<file path="config.mk">
export PLATFORM = sky130hd
export DESIGN_NAME = cdu_agc_pulser
export DESIGN_NICKNAME = d
export VERILOG_FILES = /design/src/rtl/cdu_agc_pulser.sv
export SDC_FILE = /design/constraint.sdc
export NUM_CORES = 1
export LEC_CHECK = 0
export CELL_PAD_IN_SITES_DETAIL_PLACEMENT = 0
export CELL_PAD_IN_SITES_GLOBAL_PLACEMENT = 1
export CORE_MARGIN = 2
export CORE_UTILIZATION = 41
export CTS_CLUSTER_SIZE = 16
export DETAILED_ROUTE_END_ITERATION = 16
export PLACE_DENSITY_LB_ADDON = 0.15
export SYNTH_ARGS = -nofsm -noshare
export SYNTH_HDL_FRONTEND = slang
export SYNTH_SLANG_ARGS = --single-unit
</file>
<file path="constraint.sdc">
create_clock -name CLOCKH -period 6.2 [get_ports CLOCKH]
set_clock_uncertainty 0.1 [all_clocks]
set_input_delay 0.62 -clock CLOCKH [delete_from_list [all_inputs] [get_ports CLOCKH]]
set_output_delay 0.62 -clock CLOCKH [all_outputs]
set_load 0.01 [all_outputs]
</file>
<file path="src/rtl/cdu_agc_pulser.sv">
// CDU-to-AGC increment pulser: accumulates signed angle increments and pays them out as
// two-clock cdup/cdum pulses, one slot per 8 clocks. Define CDU_PULSER_OVF_EN for the sticky ovf flag.
module cdu_agc_pulser (
  input  logic              CLOCKH,
  input  logic              rst,
  input  logic              cnt_up,
  input  logic              cnt_dn,
  input  logic              cnt_en,
  input  logic              cnt_zero,
  output logic              cdup,
  output logic              cdum,
  output logic signed [4:0] backlog,
  output logic              busy,
  output logic              ovf
);

  typedef enum logic [2:0] {IDLE, PLUS1, PLUS2, MINUS1, MINUS2} state_t;

  state_t             state;
  state_t             state_nx;
  logic [2:0]         slot;
  logic               start_ok;
  logic               start_plus;
  logic               start_minus;
  logic signed [6:0]  sum;
  logic               sat;
  logic signed [4:0]  backlog_nx;

  always_comb begin
    start_ok    = (state == IDLE) && (slot == 3'd7) && cnt_en && !cnt_zero;
    start_plus  = start_ok && (backlog > 5'sd0);
    start_minus = start_ok && (backlog < 5'sd0);

    // Sign-extended sum leaves headroom so saturation is judged on the unclamped value.
    sum = {{2{backlog[4]}}, backlog} + {6'd0, cnt_up} - {6'd0, cnt_dn}
          - {6'd0, start_plus} + {6'd0, start_minus};
    sat = !cnt_zero && ((sum > 7'sd15) || (sum < -7'sd15));

    if (cnt_zero)
      backlog_nx = '0;
    else if (sum > 7'sd15)
      backlog_nx = 5'sd15;
    else if (sum < -7'sd15)
      backlog_nx = -5'sd15;
    else
      backlog_nx = sum[4:0];

    state_nx = state;
    case (state)
      IDLE: begin
        if (start_plus)
          state_nx = PLUS1;
        else if (start_minus)
          state_nx = MINUS1;
      end
      PLUS1:   state_nx = PLUS2;
      PLUS2:   state_nx = IDLE;
      MINUS1:  state_nx = MINUS2;
      MINUS2:  state_nx = IDLE;
      default: state_nx = IDLE;
    endcase
  end

  always_ff @(posedge CLOCKH) begin
    if (rst) begin
      state   <= IDLE;
      slot    <= '0;
      backlog <= '0;
      cdup    <= 1'b0;
      cdum    <= 1'b0;
      busy    <= 1'b0;
    end else begin
      state   <= state_nx;
      slot    <= slot + 3'd1;
      backlog <= backlog_nx;
      cdup    <= (state_nx == PLUS1) || (state_nx == PLUS2);
      cdum    <= (state_nx == MINUS1) || (state_nx == MINUS2);
      busy    <= (state_nx != IDLE);
    end
  end

`ifdef CDU_PULSER_OVF_EN
  always_ff @(posedge CLOCKH) begin
    if (rst || cnt_zero)
      ovf <= 1'b0;
    else if (sat)
      ovf <= 1'b1;
  end
`else
  logic unused_sat;
  assign unused_sat = sat;
  assign ovf        = 1'b0;
`endif

endmodule
</file>
Yosys cells after proc, flatten, opt, wreduce, memory -nomap -nowiden:

Index checks and enable logic that the tools add are counted.

* $add $sub $neg: 5
* magnitude comparators: 4
* equal/unequal tests: 7
* mux-type cells: 5
* reductions and logical operators: 12

Operators by type and width (number)
* $eq 3x2->1 const B: 3
* $pmux 3 s3: 1
* $add 7x1->7: 1
* $gt 7x5->1 const B: 1
* $lt 7x5->1 const B: 1
* $sub 6x2->7: 1
* $sub 7x1->7: 1
* $add 5x2->6: 1
* $eq 3x1->1 const B: 2
* $eq 3x3->1 const B: 2
* $mux 3: 2
* $gt 5x1->1 const B: 1
* $logic_and 1x1->1: 5
* $lt 5x1->1 const B: 1
* $mux 5: 1
* $mux 4: 1
* $add 3x1->3 const B: 1
* $logic_not 3->1: 1
* $reduce_bool 3->1: 1
* $reduce_or 3->1: 1
* $logic_or 1x1->1: 2
* $reduce_or 2->1: 1
* $logic_not 1->1: 1

* bits in registers: 14
* bits of input ports: 6
* logic and storage cells: 40

Depth between registers and ports, before layout:

Gate-level depths: netlist of run 1.

* depth in word-level cells: 10
* mapped depth: 15
* mapped depth without buffers: 15

Worst setup path after synthesis of run 1:

Ideal clock, no wire load.

* path type: input-to-reg
* start: in cnt_zero
* end: reg backlog[0]
* library setup time: 91 ps
* data arrival time: 3272 ps
* setup slack: 2737 ps
* stages on the path: 13
* cell sequence: and4bb_1 and2_1 nand3_1 fa_1 inv_1 fa_1 inv_1 ha_1 fa_1 inv_1 nand4_1 and3_1 a311oi_1

* longest elaborated chain between the ends: 8
* elaborated cells on any way between the ends: 11
* classes of those cells: add/sub: 2; order compare: 2; mux: 2; reduce/logical: 5

RTL lines
* start, declared: line 9 `input logic cnt_zero,`
* $logic_not 1->1
* $logic_and 1x1->1: line 30 `start_ok = (state == IDLE) && (slot == 3'd7) && cnt_en && !cnt_zero;`
* $logic_and 1x1->1: line 31 `start_plus = start_ok && (backlog > 5'sd0);`
* $sub 7x1->7: line 36 `- {6'd0, start_plus} + {6'd0, start_minus};`
* $add 7x1->7: line 36
* $lt 7x5->1: line 43 `else if (sum < -7'sd15)`
* $mux 5: line 43
* $mux 4: line 41 `else if (sum > 7'sd15)`
* end signal, assigned: line 75 `backlog <= backlog_nx;`
* end, declared: line 12 `output logic signed [4:0] backlog,`

Parallel ways exist; a longest one is shown, timed or not.
A chain may end at the register's enable or synchronous reset.

Worst setup path in the final report of run 1:

Ends and elaborated chain as after synthesis.

==> metrics, run 1 <==
Yosys warnings=0; utilization after layout=slightly above 50%; Netlist cell types=37; Nets=between 100 and 150; post-synthesis mux area share=0%; fmax=261 MHz; Pleak=approximately 0.00043 uW; Critical-path top delay cell=fa_1; Buffers & Inverters on Critical Path=4; largest net degree at the start of global routing=11; final non-filler cell total=129; grt total ovfl=0; worst path arrival time=around 3.9 ns; Sw Pwr=148 uW; maximum clock path buffer count=2; setup violators final=0; part of the cycle the worst path needs=61.7%; Final Cell Area=approximately 0.0010 mm2; Crit path max-delay family=adder cells; DR pass1 iterations=3; Hold Buf Count CTS=0; Setup Fix Bufs, Post-CTS=0; total wire length=~1500 um; drc violations=0; Clk pin slew, worst setup/hold paths=0.07 ns; PD cells=~360 mW/mm2; Final ANT Viol Nets=0; final hold violation count=0; Die Span Y=between 40 and 50 um; Vias/cell=5.02; IO Pins=15; worst setup path category=input pin to register; Initial DRC Count=11; Num CTS Buffers=3; vias=647; initial antenna violation count=0; Gate Count Post-Synth=between 80 and 90; Adder-Cell Fraction of Synth Area=19.2%; CTS tree=done; Final min period=between 3 and 4 ns; synth-to-layout area growth=21.0%; CP max stage delay=0.49 ns; total global routing track utilization=14.4%; Cell Rows=16; CTS Root Cell=clkbuf_4; worst path required time=approximately 6.3 ns; number of synthesized register bits=14; Seq pwr share=just over 30%; Max Slew Vio Count=0; max_cap viols=0; global-route wire length before repair=2670 um; Cell Chain, Critical Path=clkdlybuf4s50_1 -> and4bb_1 -> and2_1 -> nand3_1 -> fa_1 -> inv_1 -> fa_1 -> inv_1 -> ha_1 -> fa_1 -> inv_1 -> nand4_1 -> and3_1 -> a311oi_1; vias in the first global route=628; share of the synthesized area in compound gates (AO/OA/AOI/OAI)=between 10% and 20%; die width=49.1 um; xor/xnor share of the synthesized area=under 10%; number of H-tree levels=1; Crit. End Element=register; layout filler cell count=199; share of post-route cells with drive strength above 1=under 10%; GPL Wtd Cong=0.771; post-synthesis simple-gate area fraction=18.6%; Post-DP HPWL=1270 um; port bufs=13; placed inst area=about 990 um2; WL/cell=approximately 12 um; CTS Sinks=14; clk_lat worst skew=about 0.27 ns; worst vdd ir=just under 0.2 mV; Mean Syn Cell Area=between 9 and 10 um2; placed instance count=126; Power Internal=~220 uW; Net Sw Frac=40.6%; Gate power share=56.6%; register area share after synthesis=33.6%; initial core utilization=around 43%; cell area after synthesis=approximately 830 um2; ant diodes=0; largest family of logic cells by synthesized area=adder cells; hold crit path type=register to register; setup total negative slack=0 ns; Die ar.=~0.0024 mm2; Clk pwr share=13.1%; status=completed; unrepaired setup endpoints after global routing=false; type of element launching the critical path=input pin; Mapped Nets=about 110; post_cts resized=0; core box area=between 0.0015 and 0.002 mm2; CP Max Fanout=3
[Yosys cell counts (all sizes together)]
master	number	area (um2)
inv	15	56.3
dfxtp	14	280
ha	8	100
nor2	7	26.3
a2111oi	3	30.0
a21oi	3	15.0
fa	3	60.1
nand3	3	20.0
nor2b	3	18.8
a211oi	2	15.0
nand2	2	7.51
nand2b	2	15.0
o211ai	2	20.0
a211o	1	8.76
a221oi	1	8.76
a311oi	1	8.76
a31o	1	17.5
a31oi	1	6.26
and2	1	6.26
and3	1	6.26
and4bb	1	12.5
buf	1	7.51
clkbuf	1	3.75
conb	1	3.75
nand3b	1	7.51
nand4	1	6.26
nor4	1	6.26
o21a	1	7.51
o21ai	1	5.00
o2bb2ai	1	15.0
or2	1	6.26
or3b	1	8.76
or4	1	7.51
xor2	1	8.76
[cells by family (layout without fill, tap and decap cells)]
group,after synthesis,after routing
fa+ha+maj,11,11
xor+xnor,1,1
buf+inv,17,31
flops,14,14
compound gates,18,18
other cells,1,1
simple gates,26,26
[through the flow]
stage / total power [uW] / setup WS, ns / hold WS [ns]
final: 365 / 2.37 / 0.324
after global routing: 395 / 2.08 / 0.346
after CTS: 366 / 2.39 / 0.328
after detailed placement: 317 / 2.10 / 0.317
after global placement: 314 / 2.10 / 0.311
after floorplan: 263 / 2.74 / 0.299
[state kept, by name, summed over array words and instances, names as in the netlist]
register,cells
busy,1
cdum,1
slot,3
cdup,1
state,3
backlog,5
[worst register-to-register path, cell delays in order, from the launching register on]
cell and delay (ns):
dfxtp_1 0.33, inv_1 0.13, ha_1 0.17, or3b_2 0.46, nand3_1 0.13, fa_1 0.42
inv_1 0.08, fa_1 0.17, inv_1 0.05, ha_1 0.22, fa_1 0.42, nand2b_1 0.11
o2bb2ai_2 0.16, o211ai_2 0.15, a2111oi_1 0.41
[layout by cell type, fill, tap and decap left out, types with 2 or more instances in the layout]
cell type	netlist	layout
a2111oi_1	3	3
clkbuf_4	0	3
inv_1	15	15
clkdlybuf4s50_1	0	13
nand3_1	2	2
dfxtp_1	14	14
a21oi_1	3	3
nand2_1	2	2
fa_1	3	3
ha_1	8	8
nor2_1	7	7
nor2b_1	3	3
a211oi_1	2	2
[per-layer routing]
layer | GRT usage, % | routed length [um] | vias to the layer above
li1 | - | - | 334
met1 | 16.7 | 719 | 299
met2 | 24.8 | 747 | 12
met3 | 4.91 | 57 | 2
met4 | 4.29 | 11 | 0
met5 | 0 | 0 | -
[power by group through the flow]
stage               clock, uW  combinational [uW]  sequential (uW)
finish                   47.9                 206              111
global placement            0                 201              112
global route             54.7                 228              112
detailed placement          0                 204              113
CTS                      50.3                 205              111
floorplan                   0                 147              115
[final cells by class]
| cell class | count | area [um2] | share of cell area (%) |
|---|---|---|---|
| clock buffer | 3 | 22.5 | 2.23 |
| inverter | 15 | 56.3 | 5.58 |
| multi-input combinational | 57 | 485 | 48.1 |
| sequential | 14 | 280 | 27.8 |
| tap | 27 | 33.8 | 3.35 |
| timing repair buffer | 13 | 130 | 12.9 |
[final timing paths]
check             startpoint  depth (start not counted)    endpoint  slack, ns
hold reg to reg      slot[0]                          1     slot[0]       0.32
setup / recovery    cnt_zero                         14  backlog[0]       2.37
hold / removal       slot[0]                          1     slot[0]       0.32
setup reg to reg  backlog[2]                         14  backlog[3]       2.57
(Power assumes the default switching activity.)
==> run 2, diff against run 1 <==
CORE_UTILIZATION = 34   (was 41)
clock period = 3.27 ns   (was 6.2 ns; I/O delays follow)
==> metrics, run 2 (same netlist as run 1, synthesis figures left out) <==
status=finished, violations left; failing checks=setup timing; setup violators final=4; Pleak=0.000538 uW; Final ANT Viol Nets=0; Nets=143; CP Max Fanout=3; register with the most flip-flops=backlog; GPL Wtd Cong=~0.79; Initial DRC Count=4; Num CTS Buffers=3; CTS tree=done; vias=~730; share of post-route cells with drive strength above 1=38.4%; CTS Sinks=14; Clk pin slew, worst setup/hold paths=0.08 ns; initial core utilization=a little under two fifths; drc violations=0; DR pass1 iterations=4; worst vdd ir=0.501 mV; grt total ovfl=0; clk_lat worst skew=0.27 ns; worst setup path category=register to register; worst path required time=around 3.3 ns; core box area=0.00225 mm2; fmax=299 MHz; PD cells=~740 mW/mm2; Hold Buf Count CTS=0; unrepaired setup endpoints after global routing=true; Power, Total=939 uW; commonest non-fill, non-tap cell in the layout=buf_4; Crit. End Element=register; total wire length=around 1800 um; vias in the first global route=732; global-route wire length before repair=3010 um; type of element launching the critical path=register; worst path arrival time=3.40 ns; largest net degree at the start of global routing=11; Post-DP HPWL=1420 um; CTS Root Cell=clkbuf_4; Max Slew Vio Count=0; part of the cycle the worst path needs=102%; Largest register FFs=5; initial antenna violation count=0; Largest regs=backlog (5), slot (3), state (3); ant diodes=0; number of H-tree levels=1; Cell Rows=17; WL/cell=between 10 and 15 um; most frequent cells in the layout=buf_4 (22), dfxtp_1 (13), clkdlybuf4s50_1 (13); hold crit path type=register to register; maximum clock path buffer count=2; IO Pins=15; Final WS setup=-0.0788 ns; Die Span Y=roughly 54 um; port bufs=13; Die ar.=0.00286 mm2; final hold violation count=0; Vias/cell=4.75; die width=53.5 um; total global routing track utilization=about 15%; Final min period=3.35 ns; dpl ws=-0.432 ns; synth-to-layout area growth=52.3%; max_cap viols=0
## run 2: cell types whose count changed in the layout (fill, tap and decap cells not counted), sizes merged
cell and change:
clkbuf +1, buf +22
## run 2: final timing paths
| kind | startpoint | end | slack (ns) | depth (start not counted) |
|---|---|---|---|---|
| worst min register to register | state[1] | state[1] | 0.38 | 1 |
| worst min-delay path | state[1] | state[1] | 0.38 | 1 |
| worst max-delay path | slot[0] | backlog[2] | -0.08 | 15 |
| worst max register to register | slot[0] | backlog[2] | -0.08 | 15 |
## run 2: repair_timing
item	in CTS	in global routing
buffers inserted	4	0
pin swaps	8	2
endpoints found under the setup margin	4	4
resized for setup	15	0
## run 2: worst max-delay path: stages, from the launching register on
cell and delay, ns:
dfxtp_2 0.36, ha_4 0.14, ha_4 0.11, and4bb_1 0.20, and2_4 0.17, nand3_4 0.08
fa_1 0.50, inv_2 0.04, fa_2 0.34, inv_2 0.07, ha_4 0.14, fa_2 0.43
inv_2 0.07, nand4_1 0.12, a21oi_2 0.27, a2111oi_2 0.09
## run 2: final cells by class
type                       count  area [um2]
sequential                    14         282
inverter                      15        56.3
clock buffer                   4        36.3
multi-input combinational     57         564
tap                           28        35.0
fill                         216         986
timing repair buffer          35         295
## run 2: stage by stage
step	cell area [um2]	setup TNS, ns	hold slack (ns)	util (%)	cells
6_report	1270	-0.278	0.383	56.3	153
5_1_grt	1270	-0.858	0.441	56.3	153
4_1_cts	1270	-0.245	0.378	56.3	153
3_5_place_dp	1140	-1.65	0.303	50.4	145
3_3_place_gp	1140	-1.46	0.290	50.4	145
2_1_floorplan	847	0	0.284	-	88
## run 2: power breakdown
group | internal (uW) | switching [uW] | leakage (uW) | total (uW)
clock network | 67.7 | 51.3 | 0.0000210 | 119
logic | 323 | 290 | 0.000403 | 613
registers | 192 | 14.8 | 0.000114 | 206
## run 2: layer usage
layer | global-route usage (%) | vias to the layer above | wire length, um
met5 | 0 | - | 0
met4 | 2.56 | 0 | 14
met3 | 6.21 | 2 | 89
met2 | 24.9 | 13 | 834
met1 | 17.5 | 331 | 835
li1 | - | 380 | -
